**src/rtl/vga_fb_arbiter.sv**
```systemverilog
`default_nettype none
// ============================================================================
// Module      : vga_fb_arbiter
// Description : Shares one single-port, synchronous-read frame-buffer RAM
//               between the VGA display fetch path and a pixel writer.
//               Display fetch has absolute priority. The writer is granted
//               every RAM slot that the display does not use.
//               Optional build macro VGA_ARB_STATS_EN enables the write-stall
//               and underrun counters. When the macro is undefined, both
//               counter ports are tied to 0.
// Revision    : 1.0 - initial release
// ============================================================================
module vga_fb_arbiter #(
  parameter int ADDR_W      = 17,
  parameter int DATA_W      = 16,
  parameter int FB_W        = 320,
  parameter int SCALE_SHIFT = 1
) (
  input  logic              clk,
  input  logic              reset,
  input  logic              pix_tick,
  input  logic              de,
  input  logic [9:0]        x_pixel,
  input  logic [9:0]        y_pixel,
  input  logic              wr_valid,
  output logic              wr_ready,
  input  logic [ADDR_W-1:0] wr_addr,
  input  logic [DATA_W-1:0] wr_data,
  output logic              mem_en,
  output logic              mem_we,
  output logic [ADDR_W-1:0] mem_addr,
  output logic [DATA_W-1:0] mem_wdata,
  input  logic [DATA_W-1:0] mem_rdata,
  output logic [DATA_W-1:0] pix_data,
  output logic              pix_valid,
  output logic              underrun,
  input  logic              clr_status,
  output logic [15:0]       wr_stall_cnt,
  output logic [7:0]        underrun_cnt
);

  typedef enum logic [1:0] {
    ST_IDLE = 2'd0,
    ST_DRD  = 2'd1,
    ST_DCAP = 2'd2
  } state_t;

  state_t              r_state;
  state_t              w_state_next;
  logic [ADDR_W-1:0]   r_addr;
  logic [DATA_W-1:0]   r_pix_data;
  logic                r_pix_valid;
  logic                r_underrun;
  logic                r_blank_s1;
  logic                r_blank_s2;

  logic [9:0]          w_xs;
  logic [9:0]          w_ys;
  logic [ADDR_W-1:0]   w_fetch_addr;
  logic                w_fetch_start;
  logic                w_blank_arm;
  logic                w_underrun_evt;
  logic                w_wr_ready;
  logic                w_mem_en;
  logic                w_mem_we;
  logic [ADDR_W-1:0]   w_mem_addr;

  // Down-scaled pixel coordinates mapped to a linear frame-buffer word address.
  assign w_xs         = x_pixel >> SCALE_SHIFT;
  assign w_ys         = y_pixel >> SCALE_SHIFT;
  assign w_fetch_addr = ADDR_W'(32'(w_ys) * 32'(FB_W) + 32'(w_xs));

  // State register. An asynchronous reset drops any read that is in flight.
  always_ff @(posedge clk or posedge reset) begin
    if (reset) r_state <= ST_IDLE;
    else       r_state <= w_state_next;
  end

  // Next-state logic plus the RAM port mux. The display read owns DRD.
  // Every other cycle is offered to the writer.
  always_comb begin
    w_state_next   = r_state;
    w_fetch_start  = 1'b0;
    w_blank_arm    = 1'b0;
    w_underrun_evt = 1'b0;
    w_wr_ready     = 1'b1;
    w_mem_en       = 1'b0;
    w_mem_we       = 1'b0;
    w_mem_addr     = wr_addr;
    case (r_state)
      ST_IDLE: begin
        if (pix_tick) begin
          if (de) begin
            w_fetch_start = 1'b1;
            w_state_next  = ST_DRD;
          end else begin
            w_blank_arm   = 1'b1;
          end
        end
      end
      ST_DRD: begin
        w_wr_ready   = 1'b0;
        w_mem_en     = 1'b1;
        w_mem_addr   = r_addr;
        w_state_next = ST_DCAP;
        if (pix_tick) w_underrun_evt = 1'b1;
      end
      ST_DCAP: begin
        w_state_next = ST_IDLE;
        if (pix_tick) w_underrun_evt = 1'b1;
      end
      default: begin
        w_state_next = ST_IDLE;
      end
    endcase
    if (wr_valid && w_wr_ready) begin
      w_mem_en = 1'b1;
      w_mem_we = 1'b1;
    end
  end

  assign wr_ready  = w_wr_ready;
  assign mem_en    = w_mem_en;
  assign mem_we    = w_mem_we;
  assign mem_addr  = w_mem_addr;
  assign mem_wdata = wr_data;

  // Latch the fetch address on an accepted display tick.
  always_ff @(posedge clk or posedge reset) begin
    if (reset)              r_addr <= '0;
    else if (w_fetch_start) r_addr <= w_fetch_addr;
  end

  // Two-stage delay so that blank pixels appear with the same latency as fetched pixels.
  always_ff @(posedge clk or posedge reset) begin
    if (reset) begin
      r_blank_s1 <= 1'b0;
      r_blank_s2 <= 1'b0;
    end else begin
      r_blank_s1 <= w_blank_arm;
      r_blank_s2 <= r_blank_s1;
    end
  end

  // Pixel output register. It captures read data in DCAP and zero for blank slots.
  always_ff @(posedge clk or posedge reset) begin
    if (reset) begin
      r_pix_data  <= '0;
      r_pix_valid <= 1'b0;
    end else if (r_state == ST_DCAP) begin
      r_pix_data  <= mem_rdata;
      r_pix_valid <= 1'b1;
    end else if (r_blank_s2) begin
      r_pix_data  <= '0;
      r_pix_valid <= 1'b1;
    end else begin
      r_pix_valid <= 1'b0;
    end
  end

  assign pix_data  = r_pix_data;
  assign pix_valid = r_pix_valid;

  // Sticky overrun flag. A new event takes precedence over a clear in the same cycle.
  always_ff @(posedge clk or posedge reset) begin
    if (reset)               r_underrun <= 1'b0;
    else if (w_underrun_evt) r_underrun <= 1'b1;
    else if (clr_status)     r_underrun <= 1'b0;
  end

  assign underrun = r_underrun;

`ifdef VGA_ARB_STATS_EN
  logic [15:0] r_wr_stall_cnt;
  logic [7:0]  r_underrun_cnt;

  // Saturating count of cycles in which the writer waited on a display read.
  always_ff @(posedge clk or posedge reset) begin
    if (reset)                                       r_wr_stall_cnt <= '0;
    else if (clr_status)                             r_wr_stall_cnt <= '0;
    else if (wr_valid && !w_wr_ready && (r_wr_stall_cnt != 16'hFFFF))
                                                     r_wr_stall_cnt <= r_wr_stall_cnt + 16'd1;
  end

  // Saturating count of overrun events. An event in a clear cycle leaves the count at one.
  always_ff @(posedge clk or posedge reset) begin
    if (reset)                                       r_underrun_cnt <= '0;
    else if (w_underrun_evt && clr_status)           r_underrun_cnt <= 8'd1;
    else if (clr_status)                             r_underrun_cnt <= '0;
    else if (w_underrun_evt && (r_underrun_cnt != 8'hFF))
                                                     r_underrun_cnt <= r_underrun_cnt + 8'd1;
  end

  assign wr_stall_cnt = r_wr_stall_cnt;
  assign underrun_cnt = r_underrun_cnt;
`else
  assign wr_stall_cnt = 16'd0;
  assign underrun_cnt = 8'd0;
`endif

endmodule
`default_nettype wire

```
**config.mk**
```make
export PLATFORM = sky130hd
export DESIGN_NAME = vga_fb_arbiter
export DESIGN_NICKNAME = d
export VERILOG_FILES = /design/src/rtl/vga_fb_arbiter.sv
export SDC_FILE = /design/constraint.sdc
export NUM_CORES = 1
export LEC_CHECK = 0
export BUFFER_PORTS_ARGS = -buffer_cell sky130_fd_sc_hd__buf_2
export CAP_MARGIN = 20
export CORE_ASPECT_RATIO = 1.1
export CORE_MARGIN = 2
export CORE_UTILIZATION = 47
export DETAILED_ROUTE_END_ITERATION = 10
export PLACE_DENSITY = 0.86
export SYNTH_ARGS = -nofsm -noshare
export SYNTH_HDL_FRONTEND = slang
export SYNTH_SLANG_ARGS = --single-unit
export TNS_END_PERCENT = 30
```
**constraint.sdc**
```tcl
create_clock -name clk -period 3.91 [get_ports clk]
set_input_delay 0.1955 -clock clk [delete_from_list [all_inputs] [get_ports clk]]
set_output_delay 0.1955 -clock clk [all_outputs]
set_load 0.02 [all_outputs]
```
==> impl_metrics.ini <==
[drt]
routed_via_density = 4.73
drc = 0
post_drt_wl_per_cell_um = 12.2
drtIter0Drc = 58
first_pass_iters = 4
via_count = 1872
drtAntennaViolNets = 0
drt_wl_total_um = 4840

[cells_and_area]
layoutNonFillerInstCount = 396
syn_to_final_growth_pct = 18.1
fill_cells = 483
num_antenna_cells = 0
drive_gt1_frac = 0.411
final_util = 0.569
final_area_um2 = 3030
nNetsFinal = 417

[timing]
fin_crit_sh = 0.679
finalSetupTns_ns = 0
maxSlewHeadroom = 0.350
clock_skew_ns = 0.00461
report.final.slew_viol_count = 0
finalCriticalPeriod_ns = 2.66
hold_violations = 0
finalSetupViolations = 0
worst_hold_slack_ns = 0.0179
fmax_ghz = 0.377
worst_slew_pin_slew_ns = 0.975
rsz0062_at_grt = false

[placed_design]
dpl-instance-area_um2 = 2900
dp_cells = 388
port_buffers = 94
gp_congestion = 0.769
post-dp-hpwl_um = 3910

[yosys]
synth_edf_count = 0
ys_warn_count = 0
ys_async_sr_fraction = 1.00
synth_cell_type_count = 35
synth_area_um2 = 2560
syn_avg_cell_area_um2 = 10.6
syn_inst = 242
synth-seq-cells = 39
ys_seq_area_frac = 0.380
synth_ff_type = dfrtp_1

[clocking]
clk_root_buffer_cell = clkbuf_8
cts_made_buffers = 5
insertion_delay_ns = 0.28
ctsHoldBuffers = 0
path_clk_slew_ns = 0.07
clock-sinks = 39
ctsHtreeMaxLevel = 2
cts.path.max_buffers = 2
cts_tree = yes
cts_setup_buffers = 0
post_cts_resized = 0

[status]
status = completed

[worst_setup_path]
required_ns = 4.08
cp_max_fo = 4
crit_arrival_ns = 2.82
worstSetupPathType = in -> reg
end_kind = flop
cp-start-kind = primary input

[floorplan]
die_x_um = 74.4
core_um2 = 5330
pin_count = 153
row_count = 28
initial_core_util = 0.482
die_h_um = 81.5
dieArea_um2 = 6060

[global_route]
grtUsageTotal = 0.155
grt_pass1_vias = 1664
antenna_found_initial = 0
grt_first_pass_wirelength_um = 7250
grt_max_degree = 40
overflow = 0

[run]
cap_violations = 0

[power]
pwr_density_cell_nw_per_um2 = 629
peakVddDrop_v = 0.000249
p_leak_nw = 1.60

[worst_hold_path]
hold_class = in -> async
## power by group
part	switching, mW	internal, mW
Clock	0.129	0.255
Combinational	0.500	0.369
Sequential	0.0815	0.570
Total	0.710	1.19
## worst paths after layout
check	startpoint	endpoint	slack [ns]	cells past startpoint
max	y_pixel[2]	r_addr[16]$_DFFE_PP0P_	1.25	10
min	reset	r_addr[5]$_DFFE_PP0P_	0.02	3
max reg2reg	r_state[0]$_DFFE_PP0P_	r_addr[5]$_DFFE_PP0P_	1.90	4
min reg2reg	r_blank_s1$_DFF_PP0_	r_blank_s2$_DFF_PP0_	0.35	0
max in group asynchronous	reset	r_addr[12]$_DFFE_PP0P_	3.57	3
min in group clk	clr_status	underrun$_DFFE_PP0P_	0.10	2
## cells in the mapped netlist, types with 2 or more instances
cell type   n  share of area
a211oi_2    2         0.0098
a21o_1      2         0.0059
a21oi_1     5         0.0098
a22o_1     15          0.051
and3b_1     2         0.0068
buf_4      40           0.12
clkbuf_1    7          0.010
dfrtp_1    39           0.38
fa_1        2          0.016
ha_1       20          0.098
inv_1      11          0.016
mux2_2     26           0.11
nand2_1    14          0.020
nor2_1     10          0.015
nor2b_1     4         0.0098
nor3_1      3         0.0059
o21a_1      2         0.0059
o21ai_0    14          0.027
xnor2_1     3          0.010
xor2_1      6          0.020
## cells in the final DEF (no fill, tap or decap), types with 2 or more instances in the layout
| cell | Yosys | final |
|---|---|---|
| fa_1 | 2 | 2 |
| o21a_1 | 2 | 2 |
| buf_2 | 0 | 94 |
| nor3_1 | 3 | 3 |
| nand2_1 | 14 | 14 |
| clkbuf_8 | 0 | 5 |
| conb_1 | 1 | 24 |
| nor2b_1 | 4 | 4 |
| xnor2_1 | 3 | 3 |
| a22o_1 | 15 | 15 |
| a21o_1 | 2 | 2 |
| nor2_1 | 10 | 10 |
| a211oi_2 | 2 | 2 |
| dfrtp_1 | 39 | 39 |
| a21oi_1 | 5 | 5 |
| mux2_2 | 26 | 26 |
| o21ai_0 | 14 | 14 |
| inv_1 | 11 | 11 |
| and3b_1 | 2 | 2 |
| bufinv_16 | 0 | 2 |
| xor2_1 | 6 | 6 |
| ha_1 | 20 | 20 |
## per-layer routing
metal  GRT usage  share of wire  vias up
li1            -              -      932
met4      0.0554          0.013        0
met5           0              0        -
met3      0.0442          0.075        8
met2       0.273           0.50       79
met1       0.178           0.41      853
## logic make-up (layout without fill, tap and decap cells)
group | after synthesis | count (layout) | share of synthesized area
fa+ha+maj | 22 | 22 | 0.113
simple gates | 40 | 40 | 0.0776
xor+xnor | 10 | 10 | 0.0395
mux | 26 | 26 | 0.114
compound gates | 46 | 46 | 0.130
other cells | 1 | 24 | 0.00146
buf+inv | 58 | 114 | 0.143
flops | 39 | 39 | 0.380
## worst max-delay path, cell delays in order
cell	delay, ns
buf_2	0.12
ha_1	0.30
ha_1	0.24
fa_1	0.42
a211oi_2	0.39
nor2_1	0.11
nor4b_1	0.34
and4_1	0.25
xnor3_1	0.20
mux2_2	0.26
## sequential cells by signal (all words and copies together) (netlist names)
| name | cells |
|---|---|
| pix_data | 16 |
| pix_valid | 1 |
| r_addr | 17 |
| r_blank_s1 | 1 |
| r_blank_s2 | 1 |
| r_state | 2 |
| underrun | 1 |
## area by class of cell
| type | instances | area, µm² | share of cell area |
|---|---|---|---|
| clock inverters | 2 | 60.1 | 0.0198 |
| clock buffers | 6 | 72.6 | 0.0240 |
| well taps | 75 | 93.8 | 0.0310 |
| repair buffers | 95 | 478 | 0.158 |
| flip-flops and latches | 39 | 976 | 0.322 |
| inverters | 11 | 41.3 | 0.0136 |
| multi-input cells | 168 | 1310 | 0.432 |
## stage by stage
stage                     total power, mW  setup WS (ns)
final                                1.90           1.25
after global routing                 2.04           1.11
after CTS                            1.93           1.26
after detailed placement             1.54          0.930
after global placement               1.51           1.02
after floorplan                      1.32           1.33
Power figures use the tool's default switching activity.
